## src/rtl/vref_step_ctrl.sv

```systemverilog
// vref_step_ctrl: turns single-cycle Vref step/reload requests from the
// trainer into a bounded DAC code. After each code change it holds a settle
// window. It also exposes a 3-register APB window at VREF_BASE_ADDR
// (reload value, current code, drop counter).
//
// Optional feature: define VREF_STEP_DROP_CNT_EN to build an 8-bit saturating
// counter of step requests dropped during settle. It reads at base+2 and is
// cleared by any write to base+2. Without the macro, base+2 reads 0 and
// writes to it are ignored.
module vref_step_ctrl #(
    parameter int unsigned CODE_W         = 7,
    parameter int unsigned CODE_MIN       = 0,
    parameter int unsigned CODE_MAX       = 127,
    parameter int unsigned CODE_DEFAULT   = 64,
    parameter int unsigned SETTLE_CYCLES  = 16,
    parameter logic [15:0] VREF_BASE_ADDR = 16'h0050
) (
    input  logic              SCLK,
    input  logic              reset_n,
    input  logic              vref_move,
    input  logic              vref_direction,
    input  logic              vref_reload,
    output logic              vref_out_of_range,
    output logic [CODE_W-1:0] vref_code,
    output logic              vref_busy,
    output logic              vref_code_valid,
    input  logic [15:0]       apb_addr,
    input  logic              apb_we,
    input  logic [7:0]        apb_wrdata,
    output logic [7:0]        step_rddata
);

    localparam int unsigned CNT_W = (SETTLE_CYCLES > 1) ? $clog2(SETTLE_CYCLES) : 1;

    localparam logic [CODE_W-1:0] C_MIN     = CODE_W'(CODE_MIN);
    localparam logic [CODE_W-1:0] C_MAX     = CODE_W'(CODE_MAX);
    localparam logic [CODE_W-1:0] C_DEFAULT = CODE_W'(CODE_DEFAULT);
    localparam logic [CNT_W-1:0]  SETTLE_LD = CNT_W'(SETTLE_CYCLES - 1);

    localparam logic [15:0] ADDR_RELOAD = VREF_BASE_ADDR;
    localparam logic [15:0] ADDR_CODE   = VREF_BASE_ADDR + 16'd1;
    localparam logic [15:0] ADDR_DROP   = VREF_BASE_ADDR + 16'd2;

    typedef enum logic {
        IDLE   = 1'b0,
        SETTLE = 1'b1
    } state_t;

    state_t            state, state_nxt;
    logic [CNT_W-1:0]  cnt, cnt_nxt;
    logic [CODE_W-1:0] code_nxt;
    logic [CODE_W-1:0] reload_val;
    logic [CODE_W-1:0] wr_code;
    logic [CODE_W-1:0] wr_clamped;
    logic              oor, oor_nxt;
    logic              oor_dir, oor_dir_nxt;   // direction of the last rejected move
    logic              at_limit;
    logic              reload_wr;
    logic [7:0]        drop_rd;
    logic              unused_wrdata;

    // Bits of the write data above CODE_W carry no meaning for the reload value.
    assign unused_wrdata = ^apb_wrdata;

    assign wr_code   = apb_wrdata[CODE_W-1:0];
    assign reload_wr = apb_we && (apb_addr == ADDR_RELOAD);

    // A step that would leave the legal range is rejected before the
    // arithmetic, so the code can never wrap.
    assign at_limit = ( vref_direction && (vref_code == C_MAX)) ||
                      (!vref_direction && (vref_code == C_MIN));

    // Clamp an APB-written reload value into the legal code range.
    always_comb begin
        if (wr_code <= C_MIN) begin
            wr_clamped = C_MIN;
        end else if (wr_code >= C_MAX) begin
            wr_clamped = C_MAX;
        end else begin
            wr_clamped = wr_code;
        end
    end

    // Next-state logic: request arbitration, range check and settle countdown.
    always_comb begin
        // NOTE: every signal gets a default first so no path leaves it unassigned (no latch).
        state_nxt   = state;
        cnt_nxt     = cnt;
        code_nxt    = vref_code;
        oor_nxt     = oor;
        oor_dir_nxt = oor_dir;
        case (state)
            IDLE: begin
                if (vref_reload) begin
                    code_nxt  = reload_val;
                    oor_nxt   = 1'b0;
                    cnt_nxt   = SETTLE_LD;
                    state_nxt = SETTLE;
                end else if (vref_move) begin
                    if (at_limit) begin
                        oor_nxt     = 1'b1;
                        oor_dir_nxt = vref_direction;
                    end else begin
                        code_nxt  = vref_direction ? (vref_code + CODE_W'(1))
                                                   : (vref_code - CODE_W'(1));
                        cnt_nxt   = SETTLE_LD;
                        state_nxt = SETTLE;
                        // Only a move away from the limit that was hit clears the flag.
                        if (oor && (oor_dir != vref_direction)) begin
                            oor_nxt = 1'b0;
                        end
                    end
                end
            end
            SETTLE: begin
                if (vref_reload) begin
                    code_nxt = reload_val;
                    oor_nxt  = 1'b0;
                    cnt_nxt  = SETTLE_LD;
                end else if (cnt == '0) begin
                    state_nxt = IDLE;
                end else begin
                    cnt_nxt = cnt - CNT_W'(1);
                end
            end
            default: begin
                state_nxt = IDLE;
            end
        endcase
    end

    // Control state and code registers.
    always_ff @(posedge SCLK or negedge reset_n) begin
        if (!reset_n) begin
            state     <= IDLE;
            cnt       <= '0;
            vref_code <= C_DEFAULT;
            oor       <= 1'b0;
            oor_dir   <= 1'b0;
        end else begin
            // NOTE: non-blocking assignments so every register samples pre-edge values.
            state     <= state_nxt;
            cnt       <= cnt_nxt;
            vref_code <= code_nxt;
            oor       <= oor_nxt;
            oor_dir   <= oor_dir_nxt;
        end
    end

    // Reload value register. A reload in the same cycle still sees the old value.
    always_ff @(posedge SCLK or negedge reset_n) begin
        if (!reset_n) begin
            reload_val <= C_DEFAULT;
        end else if (reload_wr) begin
            reload_val <= wr_clamped;
        end
    end

`ifdef VREF_STEP_DROP_CNT_EN
    logic [7:0] drop_cnt;

    // Count step requests dropped during settle. Saturate at 255; clear on write to base+2.
    always_ff @(posedge SCLK or negedge reset_n) begin
        if (!reset_n) begin
            drop_cnt <= 8'h00;
        end else if (apb_we && (apb_addr == ADDR_DROP)) begin
            drop_cnt <= 8'h00;
        end else if (vref_move && (state == SETTLE) && (drop_cnt != 8'hFF)) begin
            drop_cnt <= drop_cnt + 8'd1;
        end
    end

    assign drop_rd = drop_cnt;
`else
    assign drop_rd = 8'h00;
`endif

    // Combinational APB read mux, zero-extended to the 8-bit bus.
    always_comb begin
        step_rddata = 8'h00;
        if (apb_addr == ADDR_RELOAD) begin
            step_rddata = 8'(reload_val);
        end else if (apb_addr == ADDR_CODE) begin
            step_rddata = 8'(vref_code);
        end else if (apb_addr == ADDR_DROP) begin
            step_rddata = drop_rd;
        end
    end

    assign vref_out_of_range = oor;
    assign vref_busy         = (state == SETTLE);
    assign vref_code_valid   = !vref_busy;

endmodule

```

## config.mk

```make
export PLATFORM = sky130hd
export DESIGN_NAME = vref_step_ctrl
export DESIGN_NICKNAME = d
export VERILOG_FILES = /design/src/rtl/vref_step_ctrl.sv
export SDC_FILE = /design/constraint.sdc
export NUM_CORES = 1
export LEC_CHECK = 0
export ABC_AREA = 1
export BUFFER_PORTS_ARGS = -buffer_cell sky130_fd_sc_hd__buf_2
export CAP_MARGIN = 40
export CORE_MARGIN = 2
export CORE_UTILIZATION = 35
export CTS_CLUSTER_SIZE = 8
export DETAILED_ROUTE_END_ITERATION = 6
export HOLD_SLACK_MARGIN = 0.15
export PLACE_DENSITY = 0.57
export SLEW_MARGIN = 0
export SYNTH_ARGS = -nofsm -noshare
export SYNTH_HDL_FRONTEND = slang
export SYNTH_SLANG_ARGS = --single-unit
```

## constraint.sdc

```tcl
create_clock -name SCLK -period 2.2 [get_ports SCLK]
set_clock_uncertainty 0.05 [all_clocks]
set_input_delay 0.22 -clock SCLK [delete_from_list [all_inputs] [get_ports SCLK]]
set_output_delay 0.22 -clock SCLK [all_outputs]
set_load 0.005 [all_outputs]
```

# Word-level counts from Yosys, hierarchy flattened
# Index checks and enable logic that the tools add are counted.
# totals
regBits,21
input_bits,30
out_inout_bits,18
elab_cells,63
# op_classes
add_sub_neg,3
n_lt_le_gt_ge,2
n_eq_ne,9
muxes,28
bitwise_logic,2
n_reduce_logical,13
# ops
operator,n
2-to-1 mux 7 bit,9
"equality test 16 x 7 -> 1 bit, second input constant",2
2-to-1 mux 4 bit,5
one-hot mux 7 bit (2 select lines),1
2-to-1 mux 1 bit,10
"inequality test 3 bit, second input constant",3
AND reduction 3 bit,3
one-hot mux 4 bit (2 select lines),1
"adder 7 x 1 -> 7 bit, second input constant",1
"equality test 7 bit, second input constant",1
">= comparator 7 bit, second input constant",1
"less-or-equal comparator 7 x 1 -> 1 bit, second input constant",1
zero test 7 bit,1
"subtractor 7 x 1 -> 7 bit, second input constant",1
logical AND 1 bit,4
zero test 4 bit,1
"inequality test 4 bit, second input constant",1
one-hot mux 1 bit (2 select lines),2
AND reduction 4 bit,1
"subtractor 4 x 1 -> 4 bit, second input constant",1
zero test 1 bit,2
"inequality test 2 bit, second input constant",1
NOT 1 bit,2
logical OR 1 bit,1
inequality test 1 bit,1

# Depth between registers and ports, before layout
# depth
word_depth,7
depth_mapped,11
ltp_nobuf,11

# Least setup slack after synthesis
# No wires, ideal clock.
# synth_timing
kind,register to register
start,reg vref_code[0]
end,reg vref_code[4]
setup_time_ns,0.065
arrival_time_ns,1.364
t_required_ns,2.085
setup_slack_ns,0.721
path_stages_with_launch,9
n_path_buf,0
period_less_slack_ns,1.479
cell_sequence,dfrtp_1 -> fa_1 -> nand2_1 -> nand2_1 -> nand2_1 -> nand2_1 -> o21ai_0 -> nand2_1 -> nand2_1
# synth_via
elab_chain_cells,6
elab_cells_between_ends,14
cone_classes,add/sub (2); eq/ne (2); mux (5); reduce/logical (5)
# synth_lines
item,line_no,rtl
start: declaration,24,"output logic [CODE_W-1:0] vref_code,"
start signal: assignment,144,vref_code <= code_nxt;
subtractor 7 x 1 -> 7 bit or adder 7 x 1 -> 7 bit (tied branches),"105, 104",
2-to-1 mux 7 bit,104,code_nxt = vref_direction ? (vref_code + CODE_W'(1))
2-to-1 mux 7 bit,100,if (at_limit) begin
2-to-1 mux 7 bit,99,end else if (vref_move) begin
2-to-1 mux 7 bit,94,if (vref_reload) begin
one-hot mux 7 bit (2 select lines),92,case (state)
# Parallel ways exist; a longest one is shown, timed or not. The select of a mux whose other input is x is not followed.
# A chain may end at the register's enable or synchronous reset.

# Worst setup path in the final report
# layout_timing
start,in apb_addr[9]
end,out step_rddata[4]
# layout_via
elab_chain_cells,3
elab_cells_between_ends,4
cone_classes,eq/ne (2); mux (2)
# layout_lines
item,line_no,rtl
start: declaration,27,"input logic [15:0] apb_addr,"
equality test 16 x 7 -> 1 bit,183,end else if (apb_addr == ADDR_CODE) begin
2-to-1 mux 7 bit,183,
2-to-1 mux 7 bit *,181,if (apb_addr == ADDR_RELOAD) begin
end: declaration,30,output logic [7:0] step_rddata
# Every way passes the cells marked *; elsewhere a longest branch is shown, timed or not.

==> Flow_metrics.wiki <==
{| class="wikitable"
! Metric !! Value
|-
| Result of the run || finished clean
|-
| Total count of max-transition violations in the final report || 0
|-
| Floorplan die area || 5212 µm²
|-
| DPL Wire Length || 2.906 mm
|-
| Accumulated negative setup slack || 0 ps
|-
| Critical Path Fanout Max || 8
|-
| Data required time at the worst endpoint || 1930 ps
|-
| Combined area of all synthesized cells || 1628 µm²
|-
| Switching power total || 0.1932 mW
|-
| Total number of placement rows || 24
|-
| Worst skew pair latency || 260 ps
|-
| Leading cell types in the layout, fill and taps excluded || 66 x nand2_1, 45 x buf_2, 40 x inv_1
|-
| Switching Share || 0.2542
|-
| Power density normalized to cell area || 378.0 nW/µm²
|-
| Vias in the first global route || 1414
|-
| IO buf count || 45
|-
| Initial DRT Pass Iterations || 4
|-
| Critical path launch point type || primary input
|-
| Post-route DRC violation count || 0
|-
| Share of total power in combinational logic || 0.146
|-
| Crit end category || output port
|-
| Via Count || 1584
|-
| Final Hold Viols || 0
|-
| Peak supply drop || 195.7 µV
|-
| CTS tree || yes
|-
| Arrival time of the worst setup path || 1530 ps
|-
| Aggregate routed wire length || 3.743 mm
|-
| Die width || 72.20 µm
|-
| Seq pwr share || 0.517
|-
| Post-Syn Instances || 234
|-
| Minimum hold slack || 157.0 ps
|-
| Post-DR vias/cell || 4.659
|-
| Count of clock tree sinks || 21
|-
| Floorplan Core Area || 4414 µm²
|-
| Register clock-pin slew on the reported worst setup and hold paths || 80 ps
|-
| Effective utilization at floorplan || 0.3688
|-
| H-tree level count || 1
|-
| Crit Path Category || primary input to output port
|-
| Total overflow reported by the global router || 0
|-
| Origin of the critical flop-to-flop path || vref_code[0]$_DFFE_PN0P_
|-
| Overall Global Routing Usage || 0.1533
|-
| I/O Pins || 48
|-
| Nets@finish || 327
|-
| Mean post-synth cell area || 6.956 µm²
|-
| Count of distinct cell types in the synthesized netlist || 31
|-
| Synth Net Count || 272
|-
| Worst slew margin relative to its limit || 0.6104
|-
| Type of the tightest min-delay check || primary input to flop
|-
| Count of yosys warnings during synthesis || 0
|-
| Remaining antenna violation count || 0
|-
| Number of synthesized register bits || 21
|-
| Fmax achieved || 555.2 MHz
|-
| Num CTS Buffers || 3
|-
| Total placed instance area || 1896 µm²
|-
| Post-synthesis to final-layout area growth || 23.52%
|-
| Setup repair after global routing missed its margin || false
|-
| Pin count of the biggest net entering global routing || 22
|-
| Period utilisation layout || 0.8186
|-
| FF-to-FF path depth || 8
|-
| Number of cells traversed by the worst hold path || 3
|-
| Origin of the worst min-delay path || apb_wrdata[5]
|-
| Most common cell after layout, fill and taps aside || nand2_1
|-
| Wire length per cell after detailed routing || 11.01 µm
|-
| Fraction of the yosys area taken by sequential cells || 0.3244
|-
| Slew at the pin with the worst max-slew slack || 579.6 ps
|-
| Cell leakage power || 1.090 nW
|-
| Proportion of layout cells with a drive suffix above 1 || 0.2465
|-
| GP Congestion || 0.7757
|-
| Final period demand of the worst path || 1801 ps
|-
| Portion of total power attributed to the clock network || 0.337
|-
| Initial antenna violation count || 0
|-
| Floorplan die height || 72.20 µm
|-
| Reg2reg end || vref_code[4]$_DFFE_PN0P_
|-
| Final count of negative-setup-slack endpoints || 0
|-
| Detailed router's first-iteration violation count || 54
|-
| Cell area after layout || 2011 µm²
|-
| Int Pwr || 0.5668 mW
|-
| Antenna Diode Count || 0
|-
| CTS Root Cell || clkbuf_8
|-
| Global-route wire length before repair || 6.279 mm
|-
| Worst min-delay path endpoint || reload_val[5]$_DFFE_PN0P_
|-
| Maximum buffer depth of the clock tree || 2
|-
| Post-CTS Resized || 0
|-
| Number of violations of the max-capacitance limit || 0
|-
| Register-to-register setup slack || 550 ps
|}
[worst max-delay path by stage]
stage | startpoint | to | slack, ps | cells past startpoint
after floorplan | vref_code[0]$_DFFE_PN0P_ | vref_code[4]$_DFFE_PN0P_ | 720 | 8
after global placement | apb_addr[9] | step_rddata[4] | 400 | 6
after detailed placement | apb_addr[9] | step_rddata[4] | 420 | 6
after CTS | apb_addr[9] | step_rddata[4] | 410 | 6
after global routing | apb_addr[13] | step_rddata[5] | 320 | 6
final | apb_addr[9] | step_rddata[4] | 400 | 6
[critical path, cell delays in order]
cell and delay, ps:
buf_2 90, or2_4 250, nor3_4 380, nand4_4 210
o21ai_1 220, buf_2 150
[power by group through the flow]
stage / Clock, mW / Sequential [mW] / Combinational, mW
6_report: 0.256 / 0.393 / 0.111
2_1_floorplan: 0 / 0.400 / 0.0598
3_3_place_gp: 0 / 0.401 / 0.102
3_5_place_dp: 0 / 0.401 / 0.102
4_1_cts: 0.268 / 0.393 / 0.112
5_1_grt: 0.289 / 0.394 / 0.127
[cell families (layout without fill, tap and decap cells)]
| logic type | Yosys count | after routing | synth area share |
|---|---|---|---|
| and+or+nand+nor | 125 | 125 | 0.3613 |
| buffers and inverters | 44 | 98 | 0.1130 |
| AOI/OAI and AO/OA | 33 | 33 | 0.1222 |
| DFF | 21 | 21 | 0.3244 |
| adders and majority gates | 8 | 8 | 0.06610 |
| xor gates and xnor gates | 2 | 2 | 0.01076 |
| other | 1 | 1 | 0.002304 |
[stage by stage]
step | power (mW) | setup WS, ps | util | instances
5_1_grt | 0.8098 | 318.4 | 0.4555 | 340
3_3_place_gp | 0.5029 | 401.4 | 0.4294 | 329
2_1_floorplan | 0.4603 | 721.2 | - | 234
6_report | 0.7600 | 399.0 | 0.4555 | 340
3_5_place_dp | 0.5028 | 422.8 | 0.4294 | 329
4_1_cts | 0.7734 | 410.6 | 0.4555 | 340
[layer usage]
metal / vias to the layer above / part of all wire / track usage
li1: 857 / - / -
met1: 708 / 0.48 / 0.2099
met2: 17 / 0.49 / 0.2446
met3: 2 / 0.021 / 0.01944
met4: 0 / 0.011 / 0.06289
met5: - / 0 / 0
[area by class of cell]
type                       count  area [µm²]
fill                         463        2404
inverter                      41       153.9
timing repair buffer          53       302.8
clock buffer                   4       45.04
sequential                    21       528.0
multi-input combinational    169       915.9
tap                           52       65.06
[cell usage after synthesis (all sizes together)]
cell,instances,area [µm²]
a21oi,4,20.02
or2,3,21.28
nand3,10,50.05
dfrtp,19,475.5
nand2,67,254.0
o21ai,29,178.9
dfstp,2,52.55
nor2,27,111.4
inv,41,153.9
nor3,4,36.29
ha,7,87.58
fa,1,20.02
conb,1,3.750
nor4,2,18.77
xor2,2,17.52
nand4,12,96.34
buf,3,30.03
[what timing repair did]
item,4_1_cts,5_1_grt
setup buffers,0,0
hold buffers,7,0
hold endpoints to repair,25,0
setup endpoints to repair,0,0
[state kept, by name (all words and copies together), names as in the netlist]
name / count
reload_val: 7
vref_code: 7
cnt: 4
oor_dir: 1
vref_busy: 1
vref_out_of_range: 1
(Power assumes the default switching activity.)
